**src/rtl/alu_issue_pkg.sv**
```systemverilog
// Shared constants, op codes and FSM state type for the ALU command issuer.
package alu_issue_pkg;

    localparam int ALU_W = 4;

    localparam logic [2:0] ALU_ADD = 3'b000;
    localparam logic [2:0] ALU_SUB = 3'b001;
    localparam logic [2:0] ALU_AND = 3'b010;
    localparam logic [2:0] ALU_OR  = 3'b011;
    localparam logic [2:0] ALU_XOR = 3'b100;
    localparam logic [2:0] ALU_NOT = 3'b101;
    localparam logic [2:0] ALU_SHL = 3'b110;
    localparam logic [2:0] ALU_SHR = 3'b111;

    typedef enum logic [1:0] {ST_IDLE, ST_ISSUE, ST_RESP} state_t;

    // Only add/sub produce a meaningful carry/borrow.
    function automatic logic op_sets_carry(input logic [2:0] op);
        return (op == ALU_ADD) || (op == ALU_SUB);
    endfunction

endpackage

```
**src/rtl/alu_cmd_issuer_if.sv**
```systemverilog
// Command, ALU and response signals of the issuer. Optional rsp_zero is
// present only when ALU_ISSUE_ZFLAG_EN is defined.
interface alu_cmd_issuer_if
    import alu_issue_pkg::*;
#(
    parameter int DATA_W = ALU_W,
    parameter int NREG   = 4
) ();
    localparam int RW = $clog2(NREG);

    logic              cmd_valid;
    logic              cmd_ready;
    logic              cmd_load;
    logic [2:0]        cmd_op;
    logic [RW-1:0]     cmd_dst;
    logic [RW-1:0]     cmd_src_a;
    logic [RW-1:0]     cmd_src_b;
    logic [DATA_W-1:0] cmd_imm;
    logic [DATA_W-1:0] alu_a;
    logic [DATA_W-1:0] alu_b;
    logic [2:0]        alu_sel;
    logic [DATA_W-1:0] alu_out;
    logic              alu_carry;
    logic              rsp_valid;
    logic              rsp_ready;
    logic [DATA_W-1:0] rsp_data;
    logic              rsp_carry;
`ifdef ALU_ISSUE_ZFLAG_EN
    logic              rsp_zero;
`endif
    logic              busy;

    modport slave (
        input  cmd_valid, cmd_load, cmd_op, cmd_dst, cmd_src_a, cmd_src_b, cmd_imm,
        input  alu_out, alu_carry, rsp_ready,
        output cmd_ready, alu_a, alu_b, alu_sel, rsp_valid, rsp_data, rsp_carry,
`ifdef ALU_ISSUE_ZFLAG_EN
        output rsp_zero,
`endif
        output busy
    );

    modport master (
        output cmd_valid, cmd_load, cmd_op, cmd_dst, cmd_src_a, cmd_src_b, cmd_imm,
        output alu_out, alu_carry, rsp_ready,
        input  cmd_ready, alu_a, alu_b, alu_sel, rsp_valid, rsp_data, rsp_carry,
`ifdef ALU_ISSUE_ZFLAG_EN
        input  rsp_zero,
`endif
        input  busy
    );

endinterface

```
**src/rtl/alu_issue_regfile.sv**
```systemverilog
// NREG x DATA_W register file: two async read ports, one sync write port.
module alu_issue_regfile #(
    parameter int DATA_W = 4,
    parameter int NREG   = 4,
    parameter int RW     = $clog2(NREG)
) (
    input  logic              clk,
    input  logic              rst,
    input  logic [RW-1:0]     raddr_a,
    input  logic [RW-1:0]     raddr_b,
    output logic [DATA_W-1:0] rdata_a,
    output logic [DATA_W-1:0] rdata_b,
    input  logic              we,
    input  logic [RW-1:0]     waddr,
    input  logic [DATA_W-1:0] wdata
);
    logic [NREG-1:0][DATA_W-1:0] mem;

    always_ff @(posedge clk or posedge rst) begin
        if (rst)     mem <= '0;
        else if (we) mem[waddr] <= wdata;
    end

    assign rdata_a = mem[raddr_a];
    assign rdata_b = mem[raddr_b];

endmodule

```
**src/rtl/alu_cmd_issuer.sv**
```systemverilog
// Sequential front-end for the 4-bit combinational ALU: IDLE -> ISSUE -> RESP.
// Optional zero flag on the response: define ALU_ISSUE_ZFLAG_EN.
module alu_cmd_issuer
    import alu_issue_pkg::*;
#(
    parameter int DATA_W = ALU_W,
    parameter int NREG   = 4
) (
    input  logic           clk,
    input  logic           rst,
    alu_cmd_issuer_if.slave bus
);
    localparam int RW = $clog2(NREG);

    state_t            state, state_nx;
    logic [DATA_W-1:0] a_q, b_q, rd_a, rd_b, wdata, rsp_data_q;
    logic [2:0]        op_q;
    logic [RW-1:0]     dst_q, waddr;
    logic              acc, we, carry_q;

    assign acc = bus.cmd_valid && (state == ST_IDLE);

    // The response register and the register-file write share one enable/data path.
    assign we    = (acc && bus.cmd_load) || (state == ST_ISSUE);
    assign waddr = (state == ST_ISSUE) ? dst_q   : bus.cmd_dst;
    assign wdata = (state == ST_ISSUE) ? bus.alu_out : bus.cmd_imm;

    alu_issue_regfile #(.DATA_W(DATA_W), .NREG(NREG), .RW(RW)) u_rf (
        .clk     (clk),
        .rst     (rst),
        .raddr_a (bus.cmd_src_a),
        .raddr_b (bus.cmd_src_b),
        .rdata_a (rd_a),
        .rdata_b (rd_b),
        .we      (we),
        .waddr   (waddr),
        .wdata   (wdata)
    );

    always_ff @(posedge clk or posedge rst) begin
        if (rst) state <= ST_IDLE;
        else     state <= state_nx;
    end

    always_comb begin
        state_nx = state;
        case (state)
            ST_IDLE:  if (acc) state_nx = bus.cmd_load ? ST_RESP : ST_ISSUE;
            ST_ISSUE: state_nx = ST_RESP;
            ST_RESP:  if (bus.rsp_ready) state_nx = ST_IDLE;
            default:  state_nx = ST_IDLE;
        endcase
    end

    always_ff @(posedge clk or posedge rst) begin
        if (rst) begin
            a_q        <= '0;
            b_q        <= '0;
            op_q       <= '0;
            dst_q      <= '0;
            rsp_data_q <= '0;
            carry_q    <= 1'b0;
        end else begin
            if (acc && !bus.cmd_load) begin
                a_q   <= rd_a;
                b_q   <= rd_b;
                op_q  <= bus.cmd_op;
                dst_q <= bus.cmd_dst;
            end
            if (we) rsp_data_q <= wdata;
            if (state == ST_ISSUE && op_sets_carry(op_q)) carry_q <= bus.alu_carry;
        end
    end

`ifdef ALU_ISSUE_ZFLAG_EN
    logic zero_q;
    always_ff @(posedge clk or posedge rst) begin
        if (rst)     zero_q <= 1'b0;
        else if (we) zero_q <= (wdata == '0);
    end
    assign bus.rsp_zero = zero_q;
`endif

    assign bus.cmd_ready = (state == ST_IDLE);
    assign bus.busy      = (state != ST_IDLE);
    assign bus.rsp_valid = (state == ST_RESP);
    assign bus.rsp_data  = rsp_data_q;
    assign bus.rsp_carry = carry_q;
    assign bus.alu_a     = (state == ST_ISSUE) ? a_q  : '0;
    assign bus.alu_b     = (state == ST_ISSUE) ? b_q  : '0;
    assign bus.alu_sel   = (state == ST_ISSUE) ? op_q : 3'b000;

endmodule

```
**src/flat_wrapper.sv**
```systemverilog
// flat-port wrapper written by rule: the top's interface ports become plain ports
module alu_cmd_issuer_flat import alu_issue_pkg::*;
#(
    parameter int DATA_W = ALU_W,
    parameter int NREG   = 4
)
  (clk, rst, bus_cmd_valid, bus_cmd_load, bus_cmd_op, bus_cmd_dst, bus_cmd_src_a, bus_cmd_src_b, bus_cmd_imm, bus_alu_out, bus_alu_carry, bus_rsp_ready, bus_cmd_ready, bus_alu_a, bus_alu_b, bus_alu_sel, bus_rsp_valid, bus_rsp_data, bus_rsp_carry, bus_busy);
  alu_cmd_issuer_if #(.DATA_W(DATA_W), .NREG(NREG)) bus_i ();
  input  logic clk;
  input  logic rst;
  input wire logic [$bits(bus_i.cmd_valid)-1:0] bus_cmd_valid;
  input wire logic [$bits(bus_i.cmd_load)-1:0] bus_cmd_load;
  input wire logic [$bits(bus_i.cmd_op)-1:0] bus_cmd_op;
  input wire logic [$bits(bus_i.cmd_dst)-1:0] bus_cmd_dst;
  input wire logic [$bits(bus_i.cmd_src_a)-1:0] bus_cmd_src_a;
  input wire logic [$bits(bus_i.cmd_src_b)-1:0] bus_cmd_src_b;
  input wire logic [$bits(bus_i.cmd_imm)-1:0] bus_cmd_imm;
  input wire logic [$bits(bus_i.alu_out)-1:0] bus_alu_out;
  input wire logic [$bits(bus_i.alu_carry)-1:0] bus_alu_carry;
  input wire logic [$bits(bus_i.rsp_ready)-1:0] bus_rsp_ready;
  output wire logic [$bits(bus_i.cmd_ready)-1:0] bus_cmd_ready;
  output wire logic [$bits(bus_i.alu_a)-1:0] bus_alu_a;
  output wire logic [$bits(bus_i.alu_b)-1:0] bus_alu_b;
  output wire logic [$bits(bus_i.alu_sel)-1:0] bus_alu_sel;
  output wire logic [$bits(bus_i.rsp_valid)-1:0] bus_rsp_valid;
  output wire logic [$bits(bus_i.rsp_data)-1:0] bus_rsp_data;
  output wire logic [$bits(bus_i.rsp_carry)-1:0] bus_rsp_carry;
  output wire logic [$bits(bus_i.busy)-1:0] bus_busy;
  assign bus_i.cmd_valid = bus_cmd_valid;
  assign bus_i.cmd_load = bus_cmd_load;
  assign bus_i.cmd_op = bus_cmd_op;
  assign bus_i.cmd_dst = bus_cmd_dst;
  assign bus_i.cmd_src_a = bus_cmd_src_a;
  assign bus_i.cmd_src_b = bus_cmd_src_b;
  assign bus_i.cmd_imm = bus_cmd_imm;
  assign bus_i.alu_out = bus_alu_out;
  assign bus_i.alu_carry = bus_alu_carry;
  assign bus_i.rsp_ready = bus_rsp_ready;
  assign bus_cmd_ready = bus_i.cmd_ready;
  assign bus_alu_a = bus_i.alu_a;
  assign bus_alu_b = bus_i.alu_b;
  assign bus_alu_sel = bus_i.alu_sel;
  assign bus_rsp_valid = bus_i.rsp_valid;
  assign bus_rsp_data = bus_i.rsp_data;
  assign bus_rsp_carry = bus_i.rsp_carry;
  assign bus_busy = bus_i.busy;
  alu_cmd_issuer #(.DATA_W(DATA_W), .NREG(NREG)) u_core (.clk(clk), .rst(rst), .bus(bus_i));
endmodule
```
**config.mk**
```make
export PLATFORM = sky130hd
export DESIGN_NAME = alu_cmd_issuer_flat
export DESIGN_NICKNAME = d
export VERILOG_FILES = /design/src/rtl/alu_issue_pkg.sv /design/src/rtl/alu_cmd_issuer_if.sv /design/src/rtl/alu_issue_regfile.sv /design/src/rtl/alu_cmd_issuer.sv /design/src/flat_wrapper.sv
export SDC_FILE = /design/constraint.sdc
export NUM_CORES = 1
export LEC_CHECK = 0
export ABC_AREA = 1
export CORE_MARGIN = 3
export CORE_UTILIZATION = 45
export CTS_BUF_LIST = sky130_fd_sc_hd__clkbuf_4
export CTS_CLUSTER_DIAMETER = 30
export DETAILED_ROUTE_END_ITERATION = 10
export MAX_ROUTING_LAYER = met4
export PLACE_DENSITY = 0.81
export REMOVE_ABC_BUFFERS = 1
export SYNTH_ARGS = -nofsm -noshare
export SYNTH_HDL_FRONTEND = slang
export SYNTH_HIERARCHICAL = 1
export SYNTH_SLANG_ARGS = --single-unit
```
**constraint.sdc**
```tcl
create_clock -name clk -period 1.7 [get_ports clk]
set_input_delay 0.34 -clock clk [delete_from_list [all_inputs] [get_ports clk]]
set_output_delay 0.34 -clock clk [all_outputs]
set_load 0.005 [all_outputs]
```
==> flow_metrics.env <==
export IMPL_status="complete, no violations"
export IMPL_r2r_start="u_core/state[1]"
export IMPL_dp_slack_ps=47.3
export IMPL_p_leak_uw=0.00149
export IMPL_grt_pass1_vias=1925
export IMPL_cp_num_buf_inv=4
export IMPL_crit_path_start="u_core/state[1]"
export IMPL_cpPeakStageDelay_ps=400
export IMPL_layout_min_cycle_time_ps=1680
export IMPL_drc=0
export IMPL_num_rows=24
export IMPL_cts_buffers=5
export IMPL_ys_types=20
export IMPL_timing_hold_violations_final=0
export IMPL_cts_path_max_buffers=2
export IMPL_io_pins=42
export IMPL_place_congestion=0.946
export IMPL_dp_final_hpwl_um=3870
export IMPL_grt_start_max_net_pins=21
export IMPL_grt_pass1_wl_um=8520
export IMPL_crit_path_cell_trace="inv_2, nand2_4, buf_12, buf_8, nor2_4, buf_6"
export IMPL_tightestPinTransition_ps=312
export IMPL_reg2reg_depth=9
export IMPL_wire_per_inst_um=12.9
export IMPL_cp_data_arrival_time_ps=1340
export IMPL_setup_slack_ps=23.4
export IMPL_diodes=0
export IMPL_worst_ir_drop_vdd_v=0.000754
export IMPL_worst_path_dominant_cell_family="buffers and inverters"
export IMPL_gr_usage_all_layers_pct=20.4
export IMPL_port_buffers=41
export IMPL_rsz0062_at_grt="yes"
export IMPL_antenna_found_initial=0
export IMPL_nets=371
export IMPL_layout_area_overhead_vs_synth_pct=28.9
export IMPL_min_path_type="in2async"
export IMPL_p_per_area_mw_per_mm2=1180
export IMPL_drv_slew=0
export IMPL_drive_gt1_share_pct=21.8
export IMPL_drtIter0Drc=120
export IMPL_hold_ws_ps=325
export IMPL_max_slew_margin_rel_pct=79.1
export IMPL_yosys_warnings=6
export IMPL_max_cap_viol_count=0
export IMPL_drt_wl_total_um=5170
export IMPL_clk_pin_slew_ps=100
export IMPL_final_cell_mix="nand2_1 (119), inv_1 (40), dfrtp_1 (35), clkdlybuf4s50_1 (27), nand3_1 (27)"
export IMPL_critPathCapture="bus_alu_a[3]"
export IMPL_postSynthCellCount=287
export IMPL_setup_viol=0
export IMPL_period_share_pct=98.6
export IMPL_fin_skew_ps=2.90
export IMPL_die_y_um=74.9
export IMPL_grt_ovfl_total=0
export IMPL_synth_cell_area_sq_mm=0.00214
export IMPL_crit_path_start_kind="flip-flop"
export IMPL_syn_avg_cell_area_sq_um=7.44
export IMPL_synth_seq_cells=36
export IMPL_final_common_cell="nand2_1"
export IMPL_final_antenna_net_count=0
export IMPL_start_util_pct=47.7
export IMPL_tritoncts="done"
export IMPL_die_x_um=74.9
export IMPL_clk_latency_ps=330
export IMPL_vias=1999
export IMPL_cp_depth=6
export IMPL_worst_path_max_fanout=5
export IMPL_cp_end_kind="primary output"
export IMPL_r2r_end="u_core/u_rf/mem[5]"
export IMPL_finalPower_uw=3240
export IMPL_fin_util_pct=61.5
export IMPL_clock_sinks=36
export IMPL_viasPerCell=5.00
export IMPL_fp_dieArea_sq_mm=0.00561
export IMPL_timing_fmax_mhz=596
export IMPL_core_area_sq_mm=0.00447
export IMPL_crit_required_ps=1360
export IMPL_worstSetupPathType="reg2out"
export IMPL_drt_pass1_iterations=5
export IMPL_htreeDepth=2
export IMPL_cp_slowest_cell="dfrtp_1"
export IMPL_yosysSeqAreaShare_pct=42.2
export IMPL_root_buffer="clkbuf_4"
export IMPL_rrSetupSlack_ps=130
==> worst min-delay path by stage <==
| stage | from | endpoint | slack, ps | cells past startpoint |
|---|---|---|---|---|
| 6_report | rst | u_core/u_rf/mem[8] | 320 | 3 |
| 5_1_grt | rst | u_core/u_rf/mem[12] | 390 | 3 |
| 4_1_cts | rst | u_core/u_rf/mem[8] | 320 | 3 |
| 3_5_place_dp | u_core/bus.rsp_carry | u_core/bus.rsp_carry | 460 | 2 |
| 3_3_place_gp | u_core/bus.rsp_carry | u_core/bus.rsp_carry | 460 | 2 |
| 2_1_floorplan | rst | u_core/u_rf/mem[0] | 250 | 1 |
==> sequential cells by signal, indices dropped and copies added (netlist names) <==
name	flops
u_core/bus.rsp_data	4
u_core/dst_q	2
u_core/u_rf/mem	16
u_core/op_q	3
u_core/bus.rsp_carry	1
u_core/state	2
u_core/a_q	4
u_core/b_q	4
==> where the power goes <==
part           leakage (uW)  internal, uW  switching (uW)
clock             0.0000261           144             265
sequential         0.000451          1220             226
combinational       0.00102           588             791
==> synth_stat cells, drive strengths merged <==
master / n / area (sq um)
buf: 9 / 90.1
dfrtp: 36 / 901
inv: 45 / 176
nand2: 133 / 537
nand3: 32 / 193
nand4: 13 / 81.3
nor2: 14 / 130
o211ai: 1 / 7.51
o21ai: 4 / 20.0
==> layer usage <==
layer	part of all wire (%)	GRT usage [%]
met4	1.8	7.11
met5	0	-
met1	44	25.7
met2	50	33.2
met3	4.2	3.34
==> worst register-to-register path, cell delays in order, from the launching register on <==
cell and delay [ps]:
dfrtp_1 400, inv_2 90, nand2_4 80, buf_4 190, nand2_1 60, nand2_1 190
inv_4 180, nand3_2 120, nand2_1 100, nand2_1 60
==> timing repair <==
| item | CTS | global route |
|---|---|---|
| setup buffers | 3 | 2 |
| cloned | 0 | 1 |
| resized for setup | 31 | 23 |
| hold buffers | 0 | 0 |
| endpoints found under the setup margin | 14 | 20 |
| pin swaps | 0 | 2 |
==> metrics by stage <==
stage / cell area [sq um] / cells / TNS (ps)
3_3_place_gp: 2670 / 387 / 0
5_1_grt: 2750 / 400 / -119
6_report: 2750 / 400 / 0
2_1_floorplan: 2050 / 278 / -24.1
4_1_cts: 2730 / 397 / -58.0
3_5_place_dp: 2670 / 387 / 0
==> logic make-up after synthesis <==
group / Yosys count / share of synthesized area (%)
simple gates: 192 / 44.1
buf+inv: 54 / 12.5
flops: 36 / 42.2
compound gates: 5 / 1.29
==> area by class of cell <==
class	instances	area, sq um
inverters	45	176
well taps	52	65.1
clock buffers	5	37.5
clock inverters	2	7.51
flip-flops and latches	36	902
repair buffers	63	586
multi-input cells	197	978
fillers	419	1720
(Power assumes the default switching activity.)
